<file path="config.mk">
export PLATFORM = sky130hd
export DESIGN_NAME = imem_boot_loader
export DESIGN_NICKNAME = d
export VERILOG_FILES = /design/src/rtl/imem_boot_loader.sv
export SDC_FILE = /design/constraint.sdc
export NUM_CORES = 1
export LEC_CHECK = 0
export ABC_AREA = 1
export ABC_CLOCK_PERIOD_IN_PS = 4300
export BUFFER_PORTS_ARGS = -buffer_cell sky130_fd_sc_hd__buf_4
export CELL_PAD_IN_SITES_DETAIL_PLACEMENT = 1
export CELL_PAD_IN_SITES_GLOBAL_PLACEMENT = 1
export CORE_UTILIZATION = 37
export DETAILED_ROUTE_END_ITERATION = 7
export HOLD_SLACK_MARGIN = 0.12
export PLACE_DENSITY_LB_ADDON = 0.1
export RECOVER_POWER = 50
export SYNTH_ARGS = -nofsm -noshare
export SYNTH_HDL_FRONTEND = slang
export SYNTH_SLANG_ARGS = --single-unit
export TNS_END_PERCENT = 10
</file>
<file path="constraint.sdc">
create_clock -name clk -period 4.3 [get_ports clk]
set_input_delay 0.43 -clock clk [delete_from_list [all_inputs] [get_ports clk]]
set_output_delay 0.43 -clock clk [all_outputs]
set_load 0.005 [all_outputs]
</file>
<file path="src/rtl/imem_boot_loader.sv">
// Boot loader: streams a length-prefixed program image into instruction memory, then enables the cpu.
// Optional readback verify pass over the loaded image: define LOADER_VERIFY_EN.

module imem_boot_loader #(
  parameter int unsigned DEPTH     = 512,
  parameter logic [31:0] BASE_ADDR = 32'h0000_0000,
  parameter logic [31:0] ADDR_STEP = 32'd4
) (
  input  logic        clk,
  input  logic        arst_n,
  input  logic        start,
  input  logic        s_valid,
  output logic        s_ready,
  input  logic [31:0] s_data,
  output logic [31:0] addr_ext,
  output logic        wen_ext,
  output logic [31:0] wdata_ext,
  output logic        ren_ext,
  input  logic [31:0] rdata_ext,
  output logic        cpu_enable,
  output logic        busy,
  output logic        done,
  output logic        error
);

  localparam int unsigned CW = $clog2(DEPTH + 1);

  typedef enum logic [2:0] {
    IDLE,
    HDR,
    LOAD,
`ifdef LOADER_VERIFY_EN
    VERIFY,
`endif
    RUN,
    ERR
  } state_t;

  state_t        state;
  logic [CW-1:0] len;
  logic [CW-1:0] cnt;
  logic [CW-1:0] cnt_inc;
  logic [31:0]   csum;
  logic          xfer;
  logic          hdr_ok;

  assign xfer    = s_valid & s_ready;
  assign cnt_inc = cnt + CW'(1);
  assign hdr_ok  = (s_data != '0) && (s_data <= 32'(DEPTH));

  function automatic logic [31:0] addr_of(input logic [CW-1:0] k);
    return BASE_ADDR + 32'(k) * ADDR_STEP;
  endfunction

`ifdef LOADER_VERIFY_EN
  logic        rd_valid;
  logic [31:0] rsum;
`else
  logic unused_rd;
  assign ren_ext   = 1'b0;
  assign unused_rd = ^{rdata_ext, csum};
`endif

  always_ff @(posedge clk or negedge arst_n) begin
    if (!arst_n) begin
      state      <= IDLE;
      len        <= '0;
      cnt        <= '0;
      csum       <= '0;
      s_ready    <= 1'b0;
      addr_ext   <= '0;
      wen_ext    <= 1'b0;
      wdata_ext  <= '0;
      cpu_enable <= 1'b0;
      busy       <= 1'b0;
      done       <= 1'b0;
      error      <= 1'b0;
`ifdef LOADER_VERIFY_EN
      ren_ext    <= 1'b0;
      rd_valid   <= 1'b0;
      rsum       <= '0;
`endif
    end else begin
      wen_ext <= 1'b0;
`ifdef LOADER_VERIFY_EN
      ren_ext  <= 1'b0;
      rd_valid <= ren_ext;
`endif
      case (state)
        IDLE, RUN, ERR: begin
          if (start) begin
            state      <= HDR;
            cnt        <= '0;
            csum       <= '0;
            s_ready    <= 1'b1;
            busy       <= 1'b1;
            cpu_enable <= 1'b0;
            done       <= 1'b0;
            error      <= 1'b0;
          end
        end
        HDR: begin
          if (xfer) begin
            if (hdr_ok) begin
              state <= LOAD;
              len   <= CW'(s_data);
              cnt   <= '0;
            end else begin
              state   <= ERR;
              s_ready <= 1'b0;
              busy    <= 1'b0;
              error   <= 1'b1;
            end
          end
        end
        LOAD: begin
          // cnt == len with a live write pulse means the final word is being written now
          if (wen_ext && cnt == len) begin
`ifdef LOADER_VERIFY_EN
            state    <= VERIFY;
            ren_ext  <= 1'b1;
            addr_ext <= BASE_ADDR;
            cnt      <= CW'(1);
            rsum     <= '0;
`else
            state      <= RUN;
            busy       <= 1'b0;
            cpu_enable <= 1'b1;
            done       <= 1'b1;
`endif
          end else if (xfer) begin
            wen_ext   <= 1'b1;
            addr_ext  <= addr_of(cnt);
            wdata_ext <= s_data;
            csum      <= csum ^ s_data;
            cnt       <= cnt_inc;
            if (cnt_inc == len) s_ready <= 1'b0;
          end
        end
`ifdef LOADER_VERIFY_EN
        VERIFY: begin
          if (cnt != len) begin
            ren_ext  <= 1'b1;
            addr_ext <= addr_of(cnt);
            cnt      <= cnt_inc;
          end
          // read data trails its request by one cycle; last sample arrives once requests stop
          if (rd_valid) begin
            rsum <= rsum ^ rdata_ext;
            if (!ren_ext) begin
              busy <= 1'b0;
              if ((rsum ^ rdata_ext) == csum) begin
                state      <= RUN;
                cpu_enable <= 1'b1;
                done       <= 1'b1;
              end else begin
                state <= ERR;
                error <= 1'b1;
              end
            end
          end
        end
`endif
        default: state <= IDLE;
      endcase
    end
  end

endmodule

</file>
Yosys cells after proc, flatten, opt, wreduce, memory -nomap -nowiden
Index checks and enable logic that the tools add are counted.

cells by class
  muxes and demuxes = 29
  reduce and logical (&&, ||, !) cells = 16
  magnitude comparators = 1
  $add $sub $neg = 1
  bitwise logic cells = 2
  equality and inequality tests = 14

operators by type and width
  kind                                                                     count
  10-bit 2-to-1 mux                                                        5
  32-bit by 10-bit <= comparator with 1-bit output, second input constant  1
  32-bit nonzero test                                                      1
  10-bit one-hot mux with 3 select lines                                   1
  10-bit equality test                                                     2
  2-bit != test, second input constant                                     8
  1-bit 2-to-1 mux                                                         14
  3-bit 2-to-1 mux                                                         4
  3-bit AND reduction                                                      4
  10-bit by 1-bit adder with 10-bit output, second input constant          1
  3-bit one-hot mux with 3 select lines                                    1
  7-bit AND reduction                                                      1
  3-bit by 2-bit equality test with 1-bit output, second input constant    2
  1-bit one-hot mux with 3 select lines                                    2
  6-bit AND reduction                                                      1
  5-bit AND reduction                                                      1
  1-bit one-hot mux with 2 select lines                                    2
  4-bit AND reduction                                                      1
  2-bit nonzero test                                                       2
  3-bit by 1-bit equality test with 1-bit output, second input constant    1
  3-bit equality test, second input constant                               1
  3-bit logical NOT                                                        1
  3-bit nonzero test                                                       1
  3-bit OR reduction                                                       1
  other kinds (3)                                                          4

word-level totals
  logic and storage cells = 73
  bits in registers = 70
  output and inout port bits = 71
  input bits = 68

Logic depth before layout (Yosys ltp)
Gate-level depths: netlist (run 1).

  word-level depth = 6
  mapped depth = 14
  mapped depth without buffers = 14

Worst setup path after synthesis (run 1)
OpenSTA, ideal clock, no wires.

  path type = input -> register
  start = in s_data[2]
  end = reg len[0]
  setup slack = 2.683 ns
  cell stages on the path = 11
  arrival time = 1.487 ns
  setup time = 0.130 ns
  data required time = 4.170 ns
  buffers on the path = 1
  cells stage by stage = inv_1 -> nand3_1 -> nor3_1 -> nand2_1 -> nand2_1 -> nand3_1 -> nor2_1 -> nand2_1 -> clkbuf_1 -> nand2_1 -> o21ai_0

between the ends
  word-level cells in the longest chain between the ends = 3
  elaborated cells on any way between the ends = 4
  classes of those cells = 1 x order compare; 3 x reduce/logical

ends and longest elaborated chain
  element                                                                                  line  source
  start, declared                                                                          14    input logic [31:0] s_data,
  32-bit by 10-bit <= comparator with 1-bit output or 32-bit nonzero test (tied branches)  49    assign hdr_ok = (s_data != '0) && (s_data <= 32'(DEPTH));
  1-bit logical AND *                                                                      49
  3-bit AND reduction (no line) *                                                          --
  end signal, assigned                                                                     106   len <= CW'(s_data);
  end, declared                                                                            40    logic [CW-1:0] len;

Every way passes the cells marked *; elsewhere a longest branch is shown, timed or not.
A chain may end at the register's enable or synchronous reset.

Final worst setup path (run 1)
  start = reg cnt[7]
  end = reg wdata_ext[24]

between the ends
  word-level cells in the longest chain between the ends = 4

ends and longest elaborated chain
  element                        line  source
  start, declared                41    logic [CW-1:0] cnt;
  start signal, assigned         136   cnt <= cnt_inc;
  10-bit equality test           118   if (wen_ext && cnt == len) begin
  1-bit logical AND              118
  1-bit NOT (no line)            --
  3-bit AND reduction (no line)  --
  end signal, assigned           134   wdata_ext <= s_data;
  end, declared                  17    output logic [31:0] wdata_ext,

No other way between the ends.

==> impl_metrics.tcl, run 1 <==
set metrics [dict create \
    cts_buffer_depth 2 \
    crit_path_max_fanout 54 \
    area_growth_pct 22.6 \
    layout_commonest_cell "nand2_1" \
    p_clk_frac 0.242 \
    outcome "finished with violations" \
    yosysWarnings 0 \
    swShare 0.354 \
    rr_startpoint "cnt[7]" \
    crit_path_end "wdata_ext[24]" \
    htree_levels 3 \
    power_frac_comb 0.347 \
    port_buffers 83 \
    crit_start "cnt[7]" \
    antenna_found_initial 0 \
    regToRegEndpoint "wdata_ext[24]" \
    grt_use_total 0.194 \
    fin_tns_setup_ns 0 \
    p_seq_frac 0.412 \
    slew_headroom -0.172 \
    clk_transition_reported_paths_ns 0.08 \
    cts-root-buf "clkbuf_8" \
    clkSinkCount 70 \
    register_area_sq_um 1750 \
    place_area_sq_um 4170 \
    die_w_microns 100 \
    synth_top_area_frac 0.493 \
    ys_seq_area_frac 0.493 \
    fin_skew_ns 0.0138 \
    drtPass1Iterations 4 \
    crit_chain "xnor2_2 > nand3_1 > nor2_2 > a21oi_2 > nand2_2 > buf_4 > o21ai_0" \
    intPower_w 0.00149 \
    cp_top_family "simple AND/OR/NAND/NOR gates" \
    synth-edff-count 0 \
    hold_path_class "in -> reg" \
    first_global_vias 3192 \
    postCtsSetupBuffers 0 \
    min_period_ns 2.54 \
    synthesis.area_sq_um 3560 \
    hpwl_mm 6.75 \
    cp-start-kind "register" \
    yosysTopAreaCell "dfrtp_1" \
    drcViolationCount 0 \
    grt_pass1_wl_mm 15.1 \
    synth_cell_type_count 29 \
    synth.area.top_cells "dfrtp_1, nand2_1, inv_1" \
    critPathBufInv 1 \
    postCtsResizedCells 0 \
    finalHoldViolations 0 \
    drv_slew 71 \
    vias 3077 \
    max_freq_ghz 0.393 \
    row_count 35 \
    finalInstanceArea_sq_um 4360 \
    p_leak_nw 2.31 \
    avgRoutedWirePerCell_microns 13.2 \
    worstRegToRegCells 7 \
    cpPeakStageDelay_ns 0.56 \
    cts-buffers-inserted 9 \
    ios 139 \
    multi_input_area_sq_um 1390 \
    required_ns 4.50 \
    violations "capacitance limit, slew limit" \
    slowest_stage "buf_4" \
    r2r_slack_ns 1.76 \
    cts_tree "done" \
    path_class "reg -> reg" \
    fill_cells 1184 \
    ir_drop_v 0.000270 \
    max_cap_viol_count 1 \
    cp.arrival_ns 2.74 \
    setup_viol 0 \
    wirelength_mm 8.86 \
    die_area_sq_um 10000 \
    core_sq_um 9280 \
    grt_max_degree 71 \
    cts_hold_buf 0 \
    drive_gt1_frac 0.199 \
    ys.flop_type "dfrtp_1" \
    end_kind "register" \
    insertion_delay_ns 0.35 \
    power_density_nw_per_um2 530 \
    fp.dieH_microns 100 \
    path_depth 7 \
    tightestPinTransition_ns 1.76 \
    dr.first_iter.drc_count 60 \
    antenna_cells 0 \
    final_cell_mix "nand2_1, dfrtp_1, inv_1, buf_4, o21ai_0" \
    rsz0062_at_grt "no" \
    syn_inst 457 \
    final_nets 606 \
    overflow 0 \
    syn_area_per_cell_sq_um 7.78 \
    vias_per_cell 4.59 \
    start_util 0.383 \
    period_share 0.591 \
    p_switching_w 0.000818 \
    synthArstFlopShare 1.00 \
    place_congestion 0.820 \
    ys_ff_latch 70 \
    detail-route-antenna-nets 0 \
]
how the worst min path moves through the flow:
stage,depth (start not counted),from,to,slack [ns]
floorplan,0,arst_n,addr_ext[10],0.13
global placement,2,addr_ext[11],addr_ext[11],0.47
detailed placement,2,busy,busy,0.47
CTS,1,arst_n,wdata_ext[2],0.23
global route,3,s_data[15],wdata_ext[15],0.29
finish,3,s_data[15],wdata_ext[15],0.29
through the flow:
step / power [W] / setup slack [ns] / util / instances / hold WS, ns
global placement: 0.00176 / 1.79 / 0.449 / 655 / 0.466
detailed placement: 0.00180 / 1.71 / 0.449 / 655 / 0.469
floorplan: 0.00139 / 2.68 / - / 479 / 0.134
global route: 0.00249 / 1.46 / 0.470 / 671 / 0.294
CTS: 0.00237 / 1.69 / 0.472 / 671 / 0.228
finish: 0.00231 / 1.76 / 0.470 / 671 / 0.289
power by group through the flow:
stage	Combinational [W]	Sequential, W	Clock (W)
floorplan	0.000427	0.000965	0
global placement	0.000804	0.000958	0
CTS	0.000835	0.000956	0.000577
finish	0.000800	0.000951	0.000558
global route	0.000912	0.000977	0.000606
detailed placement	0.000832	0.000965	0
cell type report:
cell class / count / share of cell area
clock buffers: 10 / 0.0316
clock inverters: 6 / 0.0155
inverters: 65 / 0.0560
multi-input cells: 307 / 0.318
flip-flops and latches: 70 / 0.402
well taps: 129 / 0.0370
repair buffers: 84 / 0.141
cells in the mapped netlist (2+ instances only):
library cell	number
nand4_1	9
buf_2	4
a21oi_1	3
inv_1	63
buf_4	24
inv_2	2
nand3_1	20
o21ai_0	47
xor2_1	6
nor3_1	3
clkbuf_1	5
dfrtp_1	70
nand2_1	150
o21ai_2	6
o21ai_1	6
nor2_1	24
buf_6	3
cells by family after synthesis:
family / count (synthesis) / share of synthesized area
XOR/XNOR: 8 / 0.0218
buffers and inverters: 102 / 0.141
adder cells (fa/ha/maj): 1 / 0.00352
other: 1 / 0.00105
flip-flops: 70 / 0.493
AO/OA/AOI/OAI: 67 / 0.105
AND/OR/NAND/NOR: 208 / 0.235
metal layers:
metal,vias up,wire length [microns],track usage
met3,15,352,0.0390
met2,73,4250,0.328
li1,1532,-,-
met4,0,152,0.0803
met5,-,0,0
met1,1457,4100,0.242
sequential cells by signal, summed over array words and instances, names as in the netlist, 3 cells and up:
name / cells
addr_ext: 10
cnt: 10
state: 3
len: 10
wdata_ext: 32
tightest hold or removal path: stages:
cell and delay, ns:
buf_4 0.09, nand2_1 0.05, nand2_1 0.04
Note: power is estimated with default switching activity, not from simulation.
==> run 2: changes to the inputs <==
--- a/config.mk
+++ b/config.mk
@@ -6,11 +6,11 @@
 export NUM_CORES = 1
 export LEC_CHECK = 0
 export ABC_AREA = 1
-export ABC_CLOCK_PERIOD_IN_PS = 4300
+export ABC_CLOCK_PERIOD_IN_PS = 2100
 export BUFFER_PORTS_ARGS = -buffer_cell sky130_fd_sc_hd__buf_4
 export CELL_PAD_IN_SITES_DETAIL_PLACEMENT = 1
 export CELL_PAD_IN_SITES_GLOBAL_PLACEMENT = 1
-export CORE_UTILIZATION = 37
+export CORE_UTILIZATION = 31
 export DETAILED_ROUTE_END_ITERATION = 7
 export HOLD_SLACK_MARGIN = 0.12
 export PLACE_DENSITY_LB_ADDON = 0.1
==> constraint.sdc (replaced) <==
create_clock -name clk -period 2.1 [get_ports clk]
set_input_delay 0.21 -clock clk [delete_from_list [all_inputs] [get_ports clk]]
set_output_delay 0.21 -clock clk [all_outputs]
set_load 0.005 [all_outputs]
==> impl_metrics.tcl, run 2 (same netlist as run 1, synthesis figures left out) <==
set metrics [dict create \
    antenna_found_initial 0 \
    vias 3116 \
    ir_drop_v 0.000546 \
    htree_levels 3 \
    fp.dieH_microns 109 \
    path_depth 13 \
    rr_startpoint "cnt[0]" \
    dr.first_iter.drc_count 131 \
    p_leak_nw 2.41 \
    fill_cells 1387 \
    drive_gt1_frac 0.207 \
    final_nets 620 \
    antenna_cells 0 \
    r2r_slack_ns 0.23 \
    drv_slew 0 \
    cp_top_family "simple AND/OR/NAND/NOR gates" \
    start_util 0.322 \
    final_cell_mix "nand2_1, dfrtp_1, buf_4, inv_1, o21ai_0" \
    cp.arrival_ns 2.09 \
    regMostFlops "wdata_ext" \
    wl_met3_microns 420 \
    period_share 0.888 \
    cts_buffer_depth 2 \
    overflow 0 \
    crit_path_end "s_ready" \
    crit_start "cnt[0]" \
    insertion_delay_ns 0.33 \
    postCtsSetupBuffers 0 \
    max_cap_viol_count 0 \
    core_sq_um 11000 \
    power_density_nw_per_um2 1110 \
    worstRegToRegCells 13 \
    row_count 38 \
    first_global_vias 3276 \
    slew_headroom 0.493 \
    met2_length_mm 4.62 \
    end_kind "register" \
    die_w_microns 109 \
    grt_pass1_wl_mm 15.7 \
    clk_transition_reported_paths_ns 0.06 \
    slowest_stage "dfrtp_1" \
    setup_viol 0 \
    cp-start-kind "register" \
    outcome "complete, no violations" \
    grt_use_total 0.174 \
    wirelength_mm 9.36 \
    place_congestion 0.794 \
    tightestPinTransition_ns 0.760 \
    rsz0062_at_grt "no" \
    vias_per_cell 4.48 \
    avgRoutedWirePerCell_microns 13.5 \
    cts-root-buf "clkbuf_16" \
    required_ns 2.32 \
    fin_tns_setup_ns 0 \
    hold_path_class "in -> reg" \
    maxUsedRoutingLayer "met4" \
    port_buffers 83 \
    max_freq_ghz 0.536 \
    cts-buffers-inserted 9 \
    crit_path_max_fanout 6 \
    ios 139 \
    fin_skew_ns 0.00860 \
    finish.utilization 0.414 \
    cts_tree "done" \
    drcViolationCount 0 \
    min_period_ns 1.87 \
    regToRegEndpoint "s_ready" \
    drtPass1Iterations 4 \
    finalHoldViolations 0 \
    cpPeakStageDelay_ns 0.46 \
    detail-route-antenna-nets 0 \
    clkSinkCount 70 \
    die_area_sq_um 11900 \
    layout_commonest_cell "nand2_1" \
    critPathBufInv 1 \
    crit_chain "ha_1 > nand2_1 > inv_1 > nand2_1 > nand2_1 > nand2_1 > nand2_1 > nor2_1 > nand4_1 > nand2_1 > nand2_1 > nand2_1 > nand2_1" \
    crit_top_cell "nand2_1" \
    path_class "reg -> reg" \
    hpwl_mm 7.22 \
    largest_reg_flops 32 \
    met1_length_mm 4.17 \
    grt_max_degree 49 \
    area_growth_pct 28.4 \
]
-- run 2: cell type report --
cell class                 count  area, sq um  share of cell area
clock buffer                   9          225              0.0493
inverter                      65          244              0.0534
clock inverter                 6         38.8             0.00849
timing repair buffer          98          747               0.164
multi-input combinational    307         1390               0.303
sequential                    70         1750               0.384
tap                          140          175              0.0384
-- run 2: worst register-to-register path: stages (launching register included) --
cell and delay (ns):
dfrtp_1 0.46, ha_1 0.24, nand2_1 0.13, inv_1 0.13, nand2_1 0.11, nand2_1 0.07
nand2_1 0.07, nand2_1 0.06, nor2_1 0.12, nand4_1 0.13, nand2_1 0.09, nand2_1 0.05
nand2_1 0.05, nand2_1 0.04
-- run 2: how the worst min path moves through the flow --
stage	depth (start not counted)	slack (ns)	end	start
2_1_floorplan	0	-0.09	addr_ext[10]	arst_n
3_3_place_gp	1	0.18	wdata_ext[2]	arst_n
3_5_place_dp	1	0.17	wdata_ext[2]	arst_n
4_1_cts	3	0.14	wdata_ext[17]	s_data[17]
5_1_grt	3	0.15	wdata_ext[13]	s_data[13]
6_report	3	0.15	wdata_ext[31]	s_data[31]
-- run 2: through the flow --
stage          power [W]  cells  instance area (sq um)  hold WS, ns  setup WS [ns]
2_1_floorplan    0.00285    479                   3640      -0.0856          0.523
3_3_place_gp     0.00372    675                   4290        0.177          0.270
3_5_place_dp     0.00378    675                   4290        0.175          0.229
4_1_cts          0.00520    695                   4610        0.136          0.216
5_1_grt          0.00547    695                   4570        0.151         0.0165
6_report         0.00507    695                   4570        0.145          0.234
-- run 2: where the power goes --
part / internal, W / switching (W)
clock: 0.000790 / 0.000597
sequential: 0.00172 / 0.000230
combinational: 0.000817 / 0.000908
total: 0.00333 / 0.00173
-- run 2: what timing repair did --
item / 4_1_cts / 5_1_grt
endpoints found under the hold margin: 32 / 0
hold buffers: 5 / 0
resized for setup: 0 / 0
-- run 2: layer usage --
metal  track usage  up-vias
met5             0        -
met4        0.0608        0
met1         0.212     1478
met2         0.296       65
li1              -     1559
met3        0.0442       14
